===== src/rtl/m_axi_read_engine.sv =====
// m_axi_read_engine
//   AXI4-Lite master read engine. It accepts one command at a time and runs it
//   in one of two modes:
//     SEQ  : reads cmd_len consecutive words starting at cmd_addr, keeping up to
//            MAX_OUTSTANDING ARs in flight, and streams the data out on rsp_*.
//     POLL : re-reads cmd_addr until (RDATA & mask) == (expect & mask), an
//            error response arrives, or max(cmd_limit,1) attempts have been made.
//   Completion is signalled by a one-cycle done pulse and a held status code.
//
// Ports
//   clk, reset          clock, synchronous active-high reset
//   cmd_*               command handshake and fields (mode 0=SEQ, 1=POLL)
//   rsp_valid/data/ready SEQ read-data stream (pass-through of the R channel)
//   done, done_status   completion pulse; 00 OK, 01 AXI error, 10 poll timeout
//   last_data           last R data received while a command was active
//   busy                engine is not idle
//   M_AXI_AR*, M_AXI_R* AXI4-Lite read address / read data channels
module m_axi_read_engine #(
  parameter int unsigned GLOB_ADDR_WIDTH = 32,
  parameter int unsigned GLOB_DATA_WIDTH = 32,
  parameter int unsigned MAX_OUTSTANDING = 4,
  parameter int unsigned CNT_WIDTH       = 8,
  parameter int unsigned POLL_WIDTH      = 16
) (
  input  logic                       clk,
  input  logic                       reset,
  input  logic                       cmd_valid,
  output logic                       cmd_ready,
  input  logic                       cmd_mode,
  input  logic [GLOB_ADDR_WIDTH-1:0] cmd_addr,
  input  logic [CNT_WIDTH-1:0]       cmd_len,
  input  logic [GLOB_DATA_WIDTH-1:0] cmd_mask,
  input  logic [GLOB_DATA_WIDTH-1:0] cmd_expect,
  input  logic [POLL_WIDTH-1:0]      cmd_limit,
  output logic                       rsp_valid,
  output logic [GLOB_DATA_WIDTH-1:0] rsp_data,
  input  logic                       rsp_ready,
  output logic                       done,
  output logic [1:0]                 done_status,
  output logic [GLOB_DATA_WIDTH-1:0] last_data,
  output logic                       busy,
  output logic [GLOB_ADDR_WIDTH-1:0] M_AXI_ARADDR,
  output logic                       M_AXI_ARVALID,
  input  logic                       M_AXI_ARREADY,
  input  logic [GLOB_DATA_WIDTH-1:0] M_AXI_RDATA,
  input  logic [1:0]                 M_AXI_RRESP,
  input  logic                       M_AXI_RVALID,
  output logic                       M_AXI_RREADY
);

  localparam logic [GLOB_ADDR_WIDTH-1:0] STRIDE = GLOB_ADDR_WIDTH'(GLOB_DATA_WIDTH / 8);
  localparam logic [3:0]                 MAX_OS = 4'(MAX_OUTSTANDING);

  localparam logic [1:0] ST_OK      = 2'b00;
  localparam logic [1:0] ST_AXI_ERR = 2'b01;
  localparam logic [1:0] ST_TIMEOUT = 2'b10;

  typedef enum logic [1:0] {S_IDLE, S_RUN, S_DRAIN} state_t;

  state_t                     state_q;
  logic                       mode_q;
  logic [GLOB_DATA_WIDTH-1:0] mask_q;
  logic [GLOB_DATA_WIDTH-1:0] expect_q;
  logic [CNT_WIDTH-1:0]       len_q;
  logic [POLL_WIDTH-1:0]      limit_q;
  logic [CNT_WIDTH-1:0]       issued_q;
  logic [CNT_WIDTH-1:0]       received_q;
  logic [3:0]                 outstanding_q;
  logic [POLL_WIDTH-1:0]      attempts_q;
  logic                       err_q;
  logic                       arvalid_q;
  logic [GLOB_ADDR_WIDTH-1:0] araddr_q;
  logic                       done_q;
  logic [1:0]                 status_q;
  logic [GLOB_DATA_WIDTH-1:0] last_data_q;

  logic                       active;
  logic                       seq_active;
  logic                       ar_hs;
  logic                       r_hs;
  logic                       r_err;
  logic                       poll_match;
  logic [CNT_WIDTH-1:0]       issued_d;
  logic [CNT_WIDTH-1:0]       received_d;
  logic [3:0]                 outstanding_d;
  logic [POLL_WIDTH-1:0]      attempts_d;
  logic                       err_d;

  // R channel: SEQ streams straight through to the consumer; otherwise
  // (POLL, IDLE) beats are always accepted and never presented on rsp_*.
  assign active       = (state_q != S_IDLE);
  assign seq_active   = active && !mode_q;
  assign M_AXI_RREADY = seq_active ? rsp_ready : 1'b1;
  assign rsp_valid    = seq_active && M_AXI_RVALID;
  assign rsp_data     = M_AXI_RDATA;

  // Ready is withheld during the done cycle so the pulse and the next
  // acceptance never overlap, even for a zero-length SEQ that stays in IDLE.
  assign cmd_ready     = (state_q == S_IDLE) && !done_q;
  assign busy          = active;
  assign done          = done_q;
  assign done_status   = status_q;
  assign last_data     = last_data_q;
  assign M_AXI_ARVALID = arvalid_q;
  assign M_AXI_ARADDR  = araddr_q;

  always_comb begin
    ar_hs         = arvalid_q && M_AXI_ARREADY;
    r_hs          = active && M_AXI_RVALID && M_AXI_RREADY;
    r_err         = (M_AXI_RRESP != 2'b00);
    poll_match    = ((M_AXI_RDATA ^ expect_q) & mask_q) == '0;
    issued_d      = issued_q + CNT_WIDTH'(ar_hs);
    received_d    = received_q + CNT_WIDTH'(r_hs);
    outstanding_d = outstanding_q + 4'(ar_hs) - 4'(r_hs);
    attempts_d    = attempts_q + POLL_WIDTH'(r_hs);
    err_d         = err_q || (r_hs && r_err);
  end

  always_ff @(posedge clk) begin
    if (reset) begin
      state_q       <= S_IDLE;
      mode_q        <= 1'b0;
      mask_q        <= '0;
      expect_q      <= '0;
      len_q         <= '0;
      limit_q       <= '0;
      issued_q      <= '0;
      received_q    <= '0;
      outstanding_q <= '0;
      attempts_q    <= '0;
      err_q         <= 1'b0;
      arvalid_q     <= 1'b0;
      araddr_q      <= '0;
      done_q        <= 1'b0;
      status_q      <= ST_OK;
      last_data_q   <= '0;
    end else begin
      done_q <= 1'b0;
      case (state_q)
        S_IDLE: begin
          if (cmd_valid && cmd_ready) begin
            mode_q        <= cmd_mode;
            mask_q        <= cmd_mask;
            expect_q      <= cmd_expect;
            len_q         <= cmd_len;
            limit_q       <= (cmd_limit == '0) ? POLL_WIDTH'(1) : cmd_limit;
            issued_q      <= '0;
            received_q    <= '0;
            outstanding_q <= '0;
            attempts_q    <= '0;
            err_q         <= 1'b0;
            status_q      <= ST_OK;
            araddr_q      <= cmd_addr;
            if (!cmd_mode && (cmd_len == '0)) begin
              done_q <= 1'b1;
            end else begin
              state_q   <= S_RUN;
              arvalid_q <= 1'b1;
            end
          end
        end

        S_RUN, S_DRAIN: begin
          issued_q      <= issued_d;
          received_q    <= received_d;
          outstanding_q <= outstanding_d;
          attempts_q    <= attempts_d;
          err_q         <= err_d;
          if (r_hs) last_data_q <= M_AXI_RDATA;

          if (!mode_q) begin
            // Next-cycle ARVALID from next-cycle counters: a pending AR can only
            // see outstanding shrink, so it stays stable until accepted, and a
            // handshake can be followed immediately by the next AR.
            if (ar_hs) araddr_q <= araddr_q + STRIDE;
            arvalid_q <= (issued_d < len_q) && (outstanding_d < MAX_OS);
            if (r_hs && (received_d == len_q)) begin
              state_q   <= S_IDLE;
              arvalid_q <= 1'b0;
              done_q    <= 1'b1;
              status_q  <= err_d ? ST_AXI_ERR : ST_OK;
            end else if (issued_d == len_q) begin
              state_q <= S_DRAIN;
            end
          end else begin
            if (ar_hs) begin
              arvalid_q <= 1'b0;
              state_q   <= S_DRAIN;
            end
            if (r_hs) begin
              if (r_err) begin
                state_q  <= S_IDLE;
                done_q   <= 1'b1;
                status_q <= ST_AXI_ERR;
              end else if (poll_match) begin
                state_q  <= S_IDLE;
                done_q   <= 1'b1;
                status_q <= ST_OK;
              end else if (attempts_d == limit_q) begin
                state_q  <= S_IDLE;
                done_q   <= 1'b1;
                status_q <= ST_TIMEOUT;
              end else begin
                state_q   <= S_RUN;
                arvalid_q <= 1'b1;
              end
            end
          end
        end

        default: begin
          state_q   <= S_IDLE;
          arvalid_q <= 1'b0;
        end
      endcase
    end
  end

endmodule

===== config.mk =====
export PLATFORM = sky130hd
export DESIGN_NAME = m_axi_read_engine
export DESIGN_NICKNAME = d
export VERILOG_FILES = /design/src/rtl/m_axi_read_engine.sv
export SDC_FILE = /design/constraint.sdc
export NUM_CORES = 1
export LEC_CHECK = 0
export BUFFER_PORTS_ARGS = -buffer_cell sky130_fd_sc_hd__buf_2
export CAP_MARGIN = 5
export CORE_UTILIZATION = 48
export DETAILED_ROUTE_END_ITERATION = 10
export GPL_TIMING_DRIVEN = 0
export PLACE_DENSITY = 0.84
export RECOVER_POWER = 25
export SLEW_MARGIN = 20
export SYNTH_ARGS = -nofsm -noshare
export SYNTH_HDL_FRONTEND = slang
export SYNTH_SLANG_ARGS = --single-unit

===== constraint.sdc =====
create_clock -name clk -period 4.02 [get_ports clk]
set_clock_uncertainty 0.1 [all_clocks]
set_input_delay 0.201 -clock clk [delete_from_list [all_inputs] [get_ports clk]]
set_output_delay 0.201 -clock clk [all_outputs]
set_load 0.005 [all_outputs]

==> impl_results.md <==
* Outcome: complete, but fails checks
* Failing checks: hold timing
* Final Slew Violations at 0
* Cell Area, Synth at 0.00994 mm2
* DP HPWL at 25.6 mm
* Fmax at 0.254 GHz
* Drt drc at 0
* Crit start category: register
* Maximum root-to-sink buffer count at 2
* Synth unique cells at 62
* Synth-to-layout area growth at 36.2%
* Initial drt markers at 1,352
* CTS Sinks at 196
* Initial antenna violation count at 2
* Clock latency on the worst-skew pair at 0.45 ns
* Via-to-Cell Ratio at 6.00
* CTS tree: done
* Final Util at 66.7%
* Number of port buffers at 263
* Starting density of the core at 49.0%
* Xor/xnor share of the synthesized area at 6.43%
* Largest net degree at the start of global routing at 22
* Final period util at 98.0%
* Worst reg2reg setup slack at 0.08 ns
* Warnings, synthesis at 0
* Drt pass-1 iters at 8
* Post-Synth Simple-Gate Area at 24.5%
* Total wire length at 39.5 mm
* GPL Wtd Cong at 0.979
* Maximum net fanout on the critical path at 13
* Seq cells post-synth at 196
* Multiplexer area fraction after synthesis at 0.516%
* Adder-cell share of the synthesized area at 2.97%
* Synthesized area per cell at 7.58 um2
* Kind of critical path: register to register
* Cells after synthesis at 1,311
* Most common cell in the netlist: nand2_1
* CTS Root Cell: clkbuf_16
* P_leak at 5.47 nW
* Setup TNS at 0 ns
* Vias post-DR at 12,019
* Crit end category: register
* Primary FF master, synth: dfxtp_1
* Worst hold path class: primary input to register
* CTS Buf Count at 17
* First-pass GRT wire length at 60.4 mm
* CP most frequent cell: ha_2
* WHS at -0.000826 ns
* Critical path's slowest cell: or4_4
* Setup violators final at 0
* Max VDD drop at 419 uV
* Register area share after synthesis at 39.5%
* Pwr/cell area at 573 mW/mm2
* Core Area at 0.0203 mm2
* Synth top area cells: dfxtp_1 39%, nand2_1 11%, a21oi_1 9.5%, xor2_1 4.7%, nor2_1 2.9%
* Post-Syn Nets at 1,495
* Top cells by count, synth: 281 x nand2_1, 196 x dfxtp_1, 188 x a21oi_1
* IO Pins at 265
* DR WL/cell at 19.7 um
* Vias in the first global route at 11,441
* Total GRT Usage at 36.3%
* Slew margin rel. at 36.9%
* Min Tclk post-route at 3.94 ns
* Die Height at 146 um
* Remaining global-route overflow at 0
* Cell accounting for the most synthesized area: dfxtp_1
* Async SR Flop Fraction at 0%
* Largest family of logic cells by synthesized area: simple AND/OR/NAND/NOR gates
* Post-route ant nets at 0
* Max-cap violation count at 0
* Worst endpoint data arrival time at 4.19 ns
* Critical Path RT at 4.27 ns
* Cells along the critical path: inv_1 -> ha_2 -> inv_4 -> o211a_4 -> clkbuf_8 -> buf_8 -> ha_2 -> ha_4 -> nand3_2 -> buf_6 -> nor4_4 -> xnor2_1 -> nand4_1 -> or4_4 -> o2111ai_2 -> nand2_1 -> a311o_1
* CTS clk-pin slew, worst paths at 0.08 ns
* Final net count at 1,904
* H-tree depth at 4
* EDFF count, synth at 0
* Die Area at 0.0213 mm2
* Top cell type's share of synthesized area at 39.5%
* Compound-Gate Fraction of Synth Area at 19.4%
* Share of layout cells above drive strength 1 at 18.2%
* Fin. Hold Viols at 1
* Worst-Margin Slew at 0.946 ns
* Number of core rows at 52
* Crit-path max cell delay at 0.58 ns
* DIE WIDTH at 146 um
## sequential cells by signal, summed over array words and instances, names as in the netlist
signal         cells
last_data         32
state_q            2
issued_q           8
M_AXI_ARVALID      1
done               1
limit_q           16
attempts_q        16
done_status        2
len_q              8
err_q              1
mode_q             1
mask_q            32
outstanding_q      4
received_q         8
M_AXI_ARADDR      32
expect_q          32
## placed cells by master (no fill, tap or decap), drive strengths merged, types with 3 or more instances in the layout
| master | count |
|---|---|
| o21ai | 54 |
| nand2 | 281 |
| o31ai | 3 |
| o2111ai | 3 |
| a31oi | 8 |
| nor2b | 8 |
| a21oi | 188 |
| a22oi | 33 |
| nor3 | 31 |
| or2 | 3 |
| buf | 264 |
| and4 | 6 |
| nand2b | 6 |
| o22ai | 6 |
| xnor2 | 20 |
| inv | 29 |
| xor2 | 53 |
| nand4 | 20 |
| and3 | 14 |
| ha | 22 |
| nor4 | 13 |
| clkinv | 9 |
| a211oi | 16 |
| dfxtp | 196 |
| a311oi | 3 |
| nor2 | 78 |
| nand3 | 57 |
| dlygate4sd3 | 126 |
| clkbuf | 136 |
| or3 | 9 |
| and2 | 6 |
| mux2i | 4 |
## per-stage QoR
stage	setup slack, ns	hold slack, ns	instance area [um2]	power, mW	cells
global route	-0.00112	0.0203	13500	8.10	2003
detailed placement	-0.823	0.345	11600	5.65	1844
global placement	-0.784	0.340	11600	5.57	1844
finish	0.0788	-0.000826	13500	7.76	2004
CTS	0.0375	0.000311	13600	7.55	2002
floorplan	0.0985	0.237	9940	4.50	1311
## timing repair
item	in CTS	in global routing
endpoints found under the setup margin	6	6
cloned	0	0
setup buffers	0	1
endpoints found under the hold margin	126	0
hold buffers	126	0
gates resized for setup	13	11
pin swaps	1	1
## cells by family after synthesis
family,count (synthesis)
multiplexers,5
flip-flops,196
XOR/XNOR,73
buffers and inverters,143
AND/OR/NAND/NOR,539
adder cells (fa/ha/maj),23
AO/OA/AOI/OAI,332
## report_power, final
group          switching [mW]  internal (mW)  leakage [nW]  total (mW)
Clock                   0.921          0.913         0.310        1.83
Sequential              0.344           2.29          1.60        2.63
Combinational            2.19           1.10          3.57        3.29
Total                    3.46           4.30          5.47        7.76
## worst paths after layout
kind                      end  cells after the start    startpoint
min          M_AXI_ARADDR[16]                      3  cmd_addr[16]
max             M_AXI_ARVALID                     17    state_q[0]
max reg2reg     M_AXI_ARVALID                     17    state_q[0]
min reg2reg        mask_q[13]                      2    mask_q[13]
## final cells by class
| class | count | area, um2 |
|---|---|---|
| inverters | 24 | 92.6 |
| diodes | 1 | 2.50 |
| clock buffers | 17 | 425 |
| repair buffers | 390 | 2520 |
| clock inverters | 15 | 210 |
| well taps | 270 | 338 |
| fillers | 1642 | 6760 |
| multi-input cells | 972 | 5420 |
| plain buffers | 119 | 611 |
| flip-flops and latches | 196 | 3920 |
## worst max-delay path, delay by kind of cell, from the launching register on
family	cells	cell delay [ns]
simple gates	5	1.21
flops	1	0.35
fa+ha+maj	3	0.59
compound gates	3	0.69
buf+inv	5	0.71
xor+xnor	1	0.16
## layer usage
metal | track usage (%) | wire length (um) | vias to the layer above
met5 | 0 | 14 | -
li1 | - | - | 5333
met1 | 43.7 | 14700 | 5523
met2 | 58.0 | 18000 | 924
met4 | 22.5 | 2460 | 2
met3 | 9.09 | 4350 | 237
No activity file was read; power rests on OpenSTA's default activity.
